[src/rtl/turf_generic_pkg.sv]
// Shared types and constants for the TURF generic-interface responder.
package turf_generic_pkg;

    localparam int ADR_W = 28;
    localparam int DAT_W = 32;

    localparam logic [2:0] REG_ID      = 3'd0;
    localparam logic [2:0] REG_SCRATCH = 3'd1;
    localparam logic [2:0] REG_CTRL    = 3'd2;
    localparam logic [2:0] REG_TOCNT   = 3'd3;

    typedef enum logic [1:0] {
        ST_IDLE     = 2'd0,
        ST_EXT_WAIT = 2'd1,
        ST_ACK      = 2'd2,
        ST_RECOVER  = 2'd3
    } state_t;

endpackage

[src/rtl/turf_generic_regs.sv]
// Local register bank: ID, scratch, control and a wrapping timeout counter.
module turf_generic_regs
    import turf_generic_pkg::*;
#(
    parameter logic [DAT_W-1:0] ID_VALUE = 32'h54555246
) (
    input  logic             clk,
    input  logic             rst_n,
    input  logic             i_wr_stb,
    input  logic [2:0]       i_idx,
    input  logic [DAT_W-1:0] i_wr_dat,
    input  logic             i_to_inc,
    output logic [DAT_W-1:0] o_rd_dat,
    output logic [DAT_W-1:0] o_ctrl
);

    logic [DAT_W-1:0] r_scratch;
    logic [DAT_W-1:0] r_ctrl;
    logic [DAT_W-1:0] r_tocnt;

    always_ff @(posedge clk or negedge rst_n) begin
        if (!rst_n) begin
            r_scratch <= '0;
            r_ctrl    <= '0;
            r_tocnt   <= '0;
        end else begin
            if (i_wr_stb) begin
                case (i_idx)
                    REG_SCRATCH: r_scratch <= i_wr_dat;
                    REG_CTRL:    r_ctrl    <= i_wr_dat;
                    default:     ;
                endcase
            end
            if (i_to_inc) begin
                r_tocnt <= r_tocnt + 1'b1;
            end
        end
    end

    always_comb begin
        o_rd_dat = '0;
        case (i_idx)
            REG_ID:      o_rd_dat = ID_VALUE;
            REG_SCRATCH: o_rd_dat = r_scratch;
            REG_CTRL:    o_rd_dat = r_ctrl;
            REG_TOCNT:   o_rd_dat = r_tocnt;
            default:     o_rd_dat = '0;
        endcase
    end

    assign o_ctrl = r_ctrl;

endmodule

[src/rtl/turf_generic_resp.sv]
// Generic-interface responder: local register window plus timed downstream forwarding.
//   state       | meaning
//   ST_IDLE     | waiting for s_en_i; local hits go straight to ACK
//   ST_EXT_WAIT | downstream request pending, timeout counter running
//   ST_ACK      | s_ack_o high for this single cycle
//   ST_RECOVER  | one dead cycle ignoring late en and stale downstream acks
module turf_generic_resp
    import turf_generic_pkg::*;
#(
    parameter logic [DAT_W-1:0] ID_VALUE       = 32'h54555246,
    parameter int               LOCAL_AW       = 16,
    parameter int               TIMEOUT_CYCLES = 255,
    parameter logic [DAT_W-1:0] ERR_DATA       = 32'hDEADDEAD
) (
    input  logic             clk,
    input  logic             rst_n,
    input  logic             s_en_i,
    input  logic             s_wr_i,
    input  logic [ADR_W-1:0] s_adr_i,
    input  logic [DAT_W-1:0] s_dat_i,
    output logic             s_ack_o,
    output logic [DAT_W-1:0] s_dat_o,
    output logic             ext_en_o,
    output logic             ext_wr_o,
    output logic [ADR_W-1:0] ext_adr_o,
    output logic [DAT_W-1:0] ext_dat_o,
    input  logic             ext_ack_i,
    input  logic [DAT_W-1:0] ext_dat_i,
    output logic [DAT_W-1:0] ctrl_o
);

    localparam logic [15:0] TO_LAST = 16'(TIMEOUT_CYCLES - 1);

    state_t           r_state;
    logic [15:0]      r_tmo;
    logic             r_s_ack;
    logic [DAT_W-1:0] r_s_dat;
    logic             r_ext_en;
    logic             r_ext_wr;
    logic [ADR_W-1:0] r_ext_adr;
    logic [DAT_W-1:0] r_ext_dat;

    logic             w_local;
    logic             w_wr_stb;
    logic             w_to_hit;
    logic [DAT_W-1:0] w_rd_dat;

    assign w_local  = ((s_adr_i >> LOCAL_AW) == '0);
    assign w_wr_stb = (r_state == ST_IDLE) && s_en_i && w_local && s_wr_i;
    // A downstream ack in the final cycle wins over the timeout.
    assign w_to_hit = (r_state == ST_EXT_WAIT) && !ext_ack_i && (r_tmo == TO_LAST);

    turf_generic_regs #(
        .ID_VALUE (ID_VALUE)
    ) u_regs (
        .clk      (clk),
        .rst_n    (rst_n),
        .i_wr_stb (w_wr_stb),
        .i_idx    (s_adr_i[2:0]),
        .i_wr_dat (s_dat_i),
        .i_to_inc (w_to_hit),
        .o_rd_dat (w_rd_dat),
        .o_ctrl   (ctrl_o)
    );

    always_ff @(posedge clk or negedge rst_n) begin
        if (!rst_n) begin
            r_state   <= ST_IDLE;
            r_tmo     <= '0;
            r_s_ack   <= 1'b0;
            r_s_dat   <= '0;
            r_ext_en  <= 1'b0;
            r_ext_wr  <= 1'b0;
            r_ext_adr <= '0;
            r_ext_dat <= '0;
        end else begin
            r_s_ack <= 1'b0;
            case (r_state)
                ST_IDLE: begin
                    if (s_en_i) begin
                        if (w_local) begin
                            if (!s_wr_i) r_s_dat <= w_rd_dat;
                            r_s_ack <= 1'b1;
                            r_state <= ST_ACK;
                        end else begin
                            r_ext_en  <= 1'b1;
                            r_ext_wr  <= s_wr_i;
                            r_ext_adr <= s_adr_i;
                            r_ext_dat <= s_dat_i;
                            r_tmo     <= '0;
                            r_state   <= ST_EXT_WAIT;
                        end
                    end
                end
                ST_EXT_WAIT: begin
                    if (ext_ack_i) begin
                        r_ext_en <= 1'b0;
                        if (!r_ext_wr) r_s_dat <= ext_dat_i;
                        r_s_ack <= 1'b1;
                        r_state <= ST_ACK;
                    end else if (r_tmo == TO_LAST) begin
                        r_ext_en <= 1'b0;
                        if (!r_ext_wr) r_s_dat <= ERR_DATA;
                        r_s_ack <= 1'b1;
                        r_state <= ST_ACK;
                    end else begin
                        r_tmo <= r_tmo + 1'b1;
                    end
                end
                ST_ACK:     r_state <= ST_RECOVER;
                ST_RECOVER: r_state <= ST_IDLE;
                default:    r_state <= ST_IDLE;
            endcase
        end
    end

    assign s_ack_o   = r_s_ack;
    assign s_dat_o   = r_s_dat;
    assign ext_en_o  = r_ext_en;
    assign ext_wr_o  = r_ext_wr;
    assign ext_adr_o = r_ext_adr;
    assign ext_dat_o = r_ext_dat;

endmodule

[config.mk]
export PLATFORM = sky130hd
export DESIGN_NAME = turf_generic_resp
export DESIGN_NICKNAME = d
export VERILOG_FILES = /design/src/rtl/turf_generic_pkg.sv /design/src/rtl/turf_generic_regs.sv /design/src/rtl/turf_generic_resp.sv
export SDC_FILE = /design/constraint.sdc
export NUM_CORES = 1
export LEC_CHECK = 0
export CORE_ASPECT_RATIO = 1.2
export CORE_MARGIN = 2
export CORE_UTILIZATION = 39
export CTS_CLUSTER_SIZE = 20
export DETAILED_ROUTE_END_ITERATION = 12
export REMOVE_ABC_BUFFERS = 1
export SYNTH_ARGS = -nofsm -noshare
export SYNTH_HDL_FRONTEND = slang
export SYNTH_SLANG_ARGS = --single-unit
[constraint.sdc]
create_clock -name clk -period 3.1 [get_ports clk]
set_clock_uncertainty 0.05 [all_clocks]
set_input_delay 0.93 -clock clk [delete_from_list [all_inputs] [get_ports clk]]
set_output_delay 0.93 -clock clk [all_outputs]
set_load 0.005 [all_outputs]
==> flow_summary.toml <==
[logic_synthesis]
synth-edff-count = 0
yosys.cell_count.top_type = "dfrtp_1"
netlist.top_cell.by_area = "dfrtp_1"
synth_top_cell_area_share = 0.537
synth.top_cells.by_area = "dfrtp_1 (54%), mux2_2 (17%), mux2_4 (3.4%), o21ai_0 (3.0%), mux2i_1 (2.6%)"
synth_seq_area_share = 0.537
ys_ff_latch = 209
synth.lib_cells_used.distinct = 54
synth_area_sq_mm = 0.00975
synth.top_cells.by_count = "dfrtp_1 (209), mux2_2 (144), o21ai_0 (58)"
synth-async-reset-ratio = 1.00
avgSynthCellArea_sq_um = 12.4
synthFlopType = "dfrtp_1"
synthCells = 783
synth-warning-count = 0

[timing]
grt_setup_unrepaired = "false"
slew_violations = 0
post-route-min-period_ns = 2.85
tightest_slew_ns = 1.17
final_min_period_over_clock_period = 0.919
report.final.setup_viol = 0
fmax_ghz = 0.351
hold_viol_final = 0
slew-limit-headroom = 0.215
setup_slack_ns = 0.251

[placed_design]
io_buffer_count = 223
place_congestion = 0.825
dpl.hpwl_mm = 18.7
detailed_place.area_sq_mm = 0.0126
placement.setup.worst_slack_ns = -0.306

[detailed_routing]
drt-initial-drc-count = 398
vias = 7053
wl_mm = 26.3
postRouteAntennaNets = 0
viasPerCell = 5.15
dr.pass1.iters = 5
routedWlPerCell_um = 19.2
post-route-drc-count = 0

[finish]
antennaDiodeCount = 0
area_growth_syn_to_layout_pct = 37.7
post-route-util = 0.544
post_route_cell_area_sq_mm = 0.0134
drive_gt1_frac = 0.253
fin_nets = 1130
nFillCells = 2169

[clock_network]
cts_setup_buffers = 0
clkSinkCount = 209
cts.hold.buffers_added = 0
htree_levels = 1
number_of_buffers_created_by_cts = 24
cts_resized = 0
clock_latency_ns = 0.52
tritoncts = "done"
clock_tree.root_cell = "clkbuf_16"
maximum_count_of_clock_buffers_along_a_single_path = 3
path_clk_slew_ns = 0.06

[run_status]
run_status = "finished clean"

[setup_path]
worst_ep_arrival_time_ns = 3.21
critical-path-max-stage-delay_ns = 0.42
critical_path.n_buffers_inverters = 2
worst_ep_required_time_ns = 3.46
delay_heaviest_family_cp = "simple AND/OR/NAND/NOR gates"
worst_setup_path_start_kind = "primary input"
cp_cell_sequence = "clkdlybuf4s50_1 > nor4_1 > nand3_1 > nor4_1 > and3b_2 > buf_12 > mux2_2"
timing.critical_path.to_type = "register"
path_common_cell = "nor4_1"
cpMaxStageDelayCell = "clkdlybuf4s50_1"
timing.critical_path.fanout_max = 15
crit_type = "in2reg"

[power]
ir_worst_vdd_v = 0.000437
power_per_cell_area_mw_per_mm2 = 769
fin_total_pwr_mw = 10.3
leakage_nw = 6.01

[global_route]
antenna_found_initial = 0
grt_util_overall = 0.200
grt_start_max_net_pins = 80
grt_first_pass_wirelength_mm = 41.3
grt_pass1_vias = 7214
grt.overflow.total = 0

[run]
timing.max_cap.violations = 0

[floorplan]
initial_utilization = 0.395
io_pins = 224
die_y_um = 177
fp.dieArea_sq_mm = 0.0263
placement_row_count = 63
placeableCoreArea_sq_mm = 0.0247
dieWidth_um = 148

[worst_hold_path]
min-delay-path-class = "in2async"
## flip-flops by register name, summed over array words and instances (netlist names)
register / cells
ext_dat_o: 32
u_regs.r_scratch: 32
ext_wr_o: 1
ext_en_o: 1
ext_adr_o: 28
u_regs.o_ctrl: 32
u_regs.r_tocnt: 32
r_state: 2
s_ack_o: 1
r_tmo: 16
s_dat_o: 32
## cells by family after synthesis
logic type	after synthesis	share of synthesized area
AOI/OAI and AO/OA	120	0.0786
xor gates and xnor gates	31	0.0279
adders and majority gates	7	0.00899
buffers and inverters	61	0.0286
DFF	209	0.537
muxes	195	0.231
and+or+nand+nor	160	0.0888
## report_power, final
| group | internal [mW] | switching, mW | total, mW | leakage (nW) |
|---|---|---|---|---|
| sequential | 3.40 | 0.376 | 3.77 | 2.72 |
| clock | 1.81 | 1.15 | 2.96 | 0.410 |
| combinational | 2.18 | 1.40 | 3.58 | 2.88 |
## worst paths after layout
kind | from | endpoint | slack, ns | depth (start not counted)
hold / removal | rst_n | ext_dat_o[29]$_DFFE_PN0P_ | 0.33 | 1
setup / recovery | s_adr_i[26] | u_regs.r_scratch[22]$_DFFE_PN0P_ | 0.25 | 7
min in group clk | u_regs.r_tocnt[31]$_DFFE_PN0P_ | u_regs.r_tocnt[31]$_DFFE_PN0P_ | 0.42 | 1
max in group asynchronous | rst_n | u_regs.r_scratch[14]$_DFFE_PN0P_ | 1.99 | 2
setup reg to reg | u_regs.r_tocnt[4]$_DFFE_PN0P_ | u_regs.r_tocnt[31]$_DFFE_PN0P_ | 0.69 | 5
hold reg to reg | u_regs.r_tocnt[31]$_DFFE_PN0P_ | u_regs.r_tocnt[31]$_DFFE_PN0P_ | 0.42 | 1
## cell usage in the layout (no fill, tap or decap), drive strengths merged, types with 22 or more instances in the layout
cell type      count
clkdlybuf4s50    220
mux2             170
buf               39
mux2i             25
nand3             22
nand2             43
o21ai             58
clkbuf            32
nor2              22
dfrtp            209
## cell type report
type	count	area [sq um]	share of cell area
Sequential cell	209	5230	0.390
Multi-Input combinational cell	513	4260	0.317
Timing Repair Buffer	259	2620	0.195
Clock buffer	32	692	0.0515
Tap cell	325	407	0.0303
Clock inverter	12	140	0.0104
Inverter	19	71.3	0.00531
## layer usage
layer  wire length, um  part of all wire  GRT usage  up-vias
met3              1180             0.045     0.0351       38
li1                  -                 -          -     3321
met5                 0                 0          0        -
met1             11200              0.43      0.258     3547
met4               476             0.018     0.0488        0
met2             13400              0.51      0.349      147
## per-stage QoR
stage	std cells	TNS, ns	hold slack (ns)
3_3_place_gp	1325	-17.17	0.407
3_5_place_dp	1325	-20.07	0.407
5_1_grt	1369	0	0.396
2_1_floorplan	741	-181.58	0.386
4_1_cts	1369	0	0.369
6_report	1369	0	0.325
No activity file was read; power rests on OpenSTA's default activity.
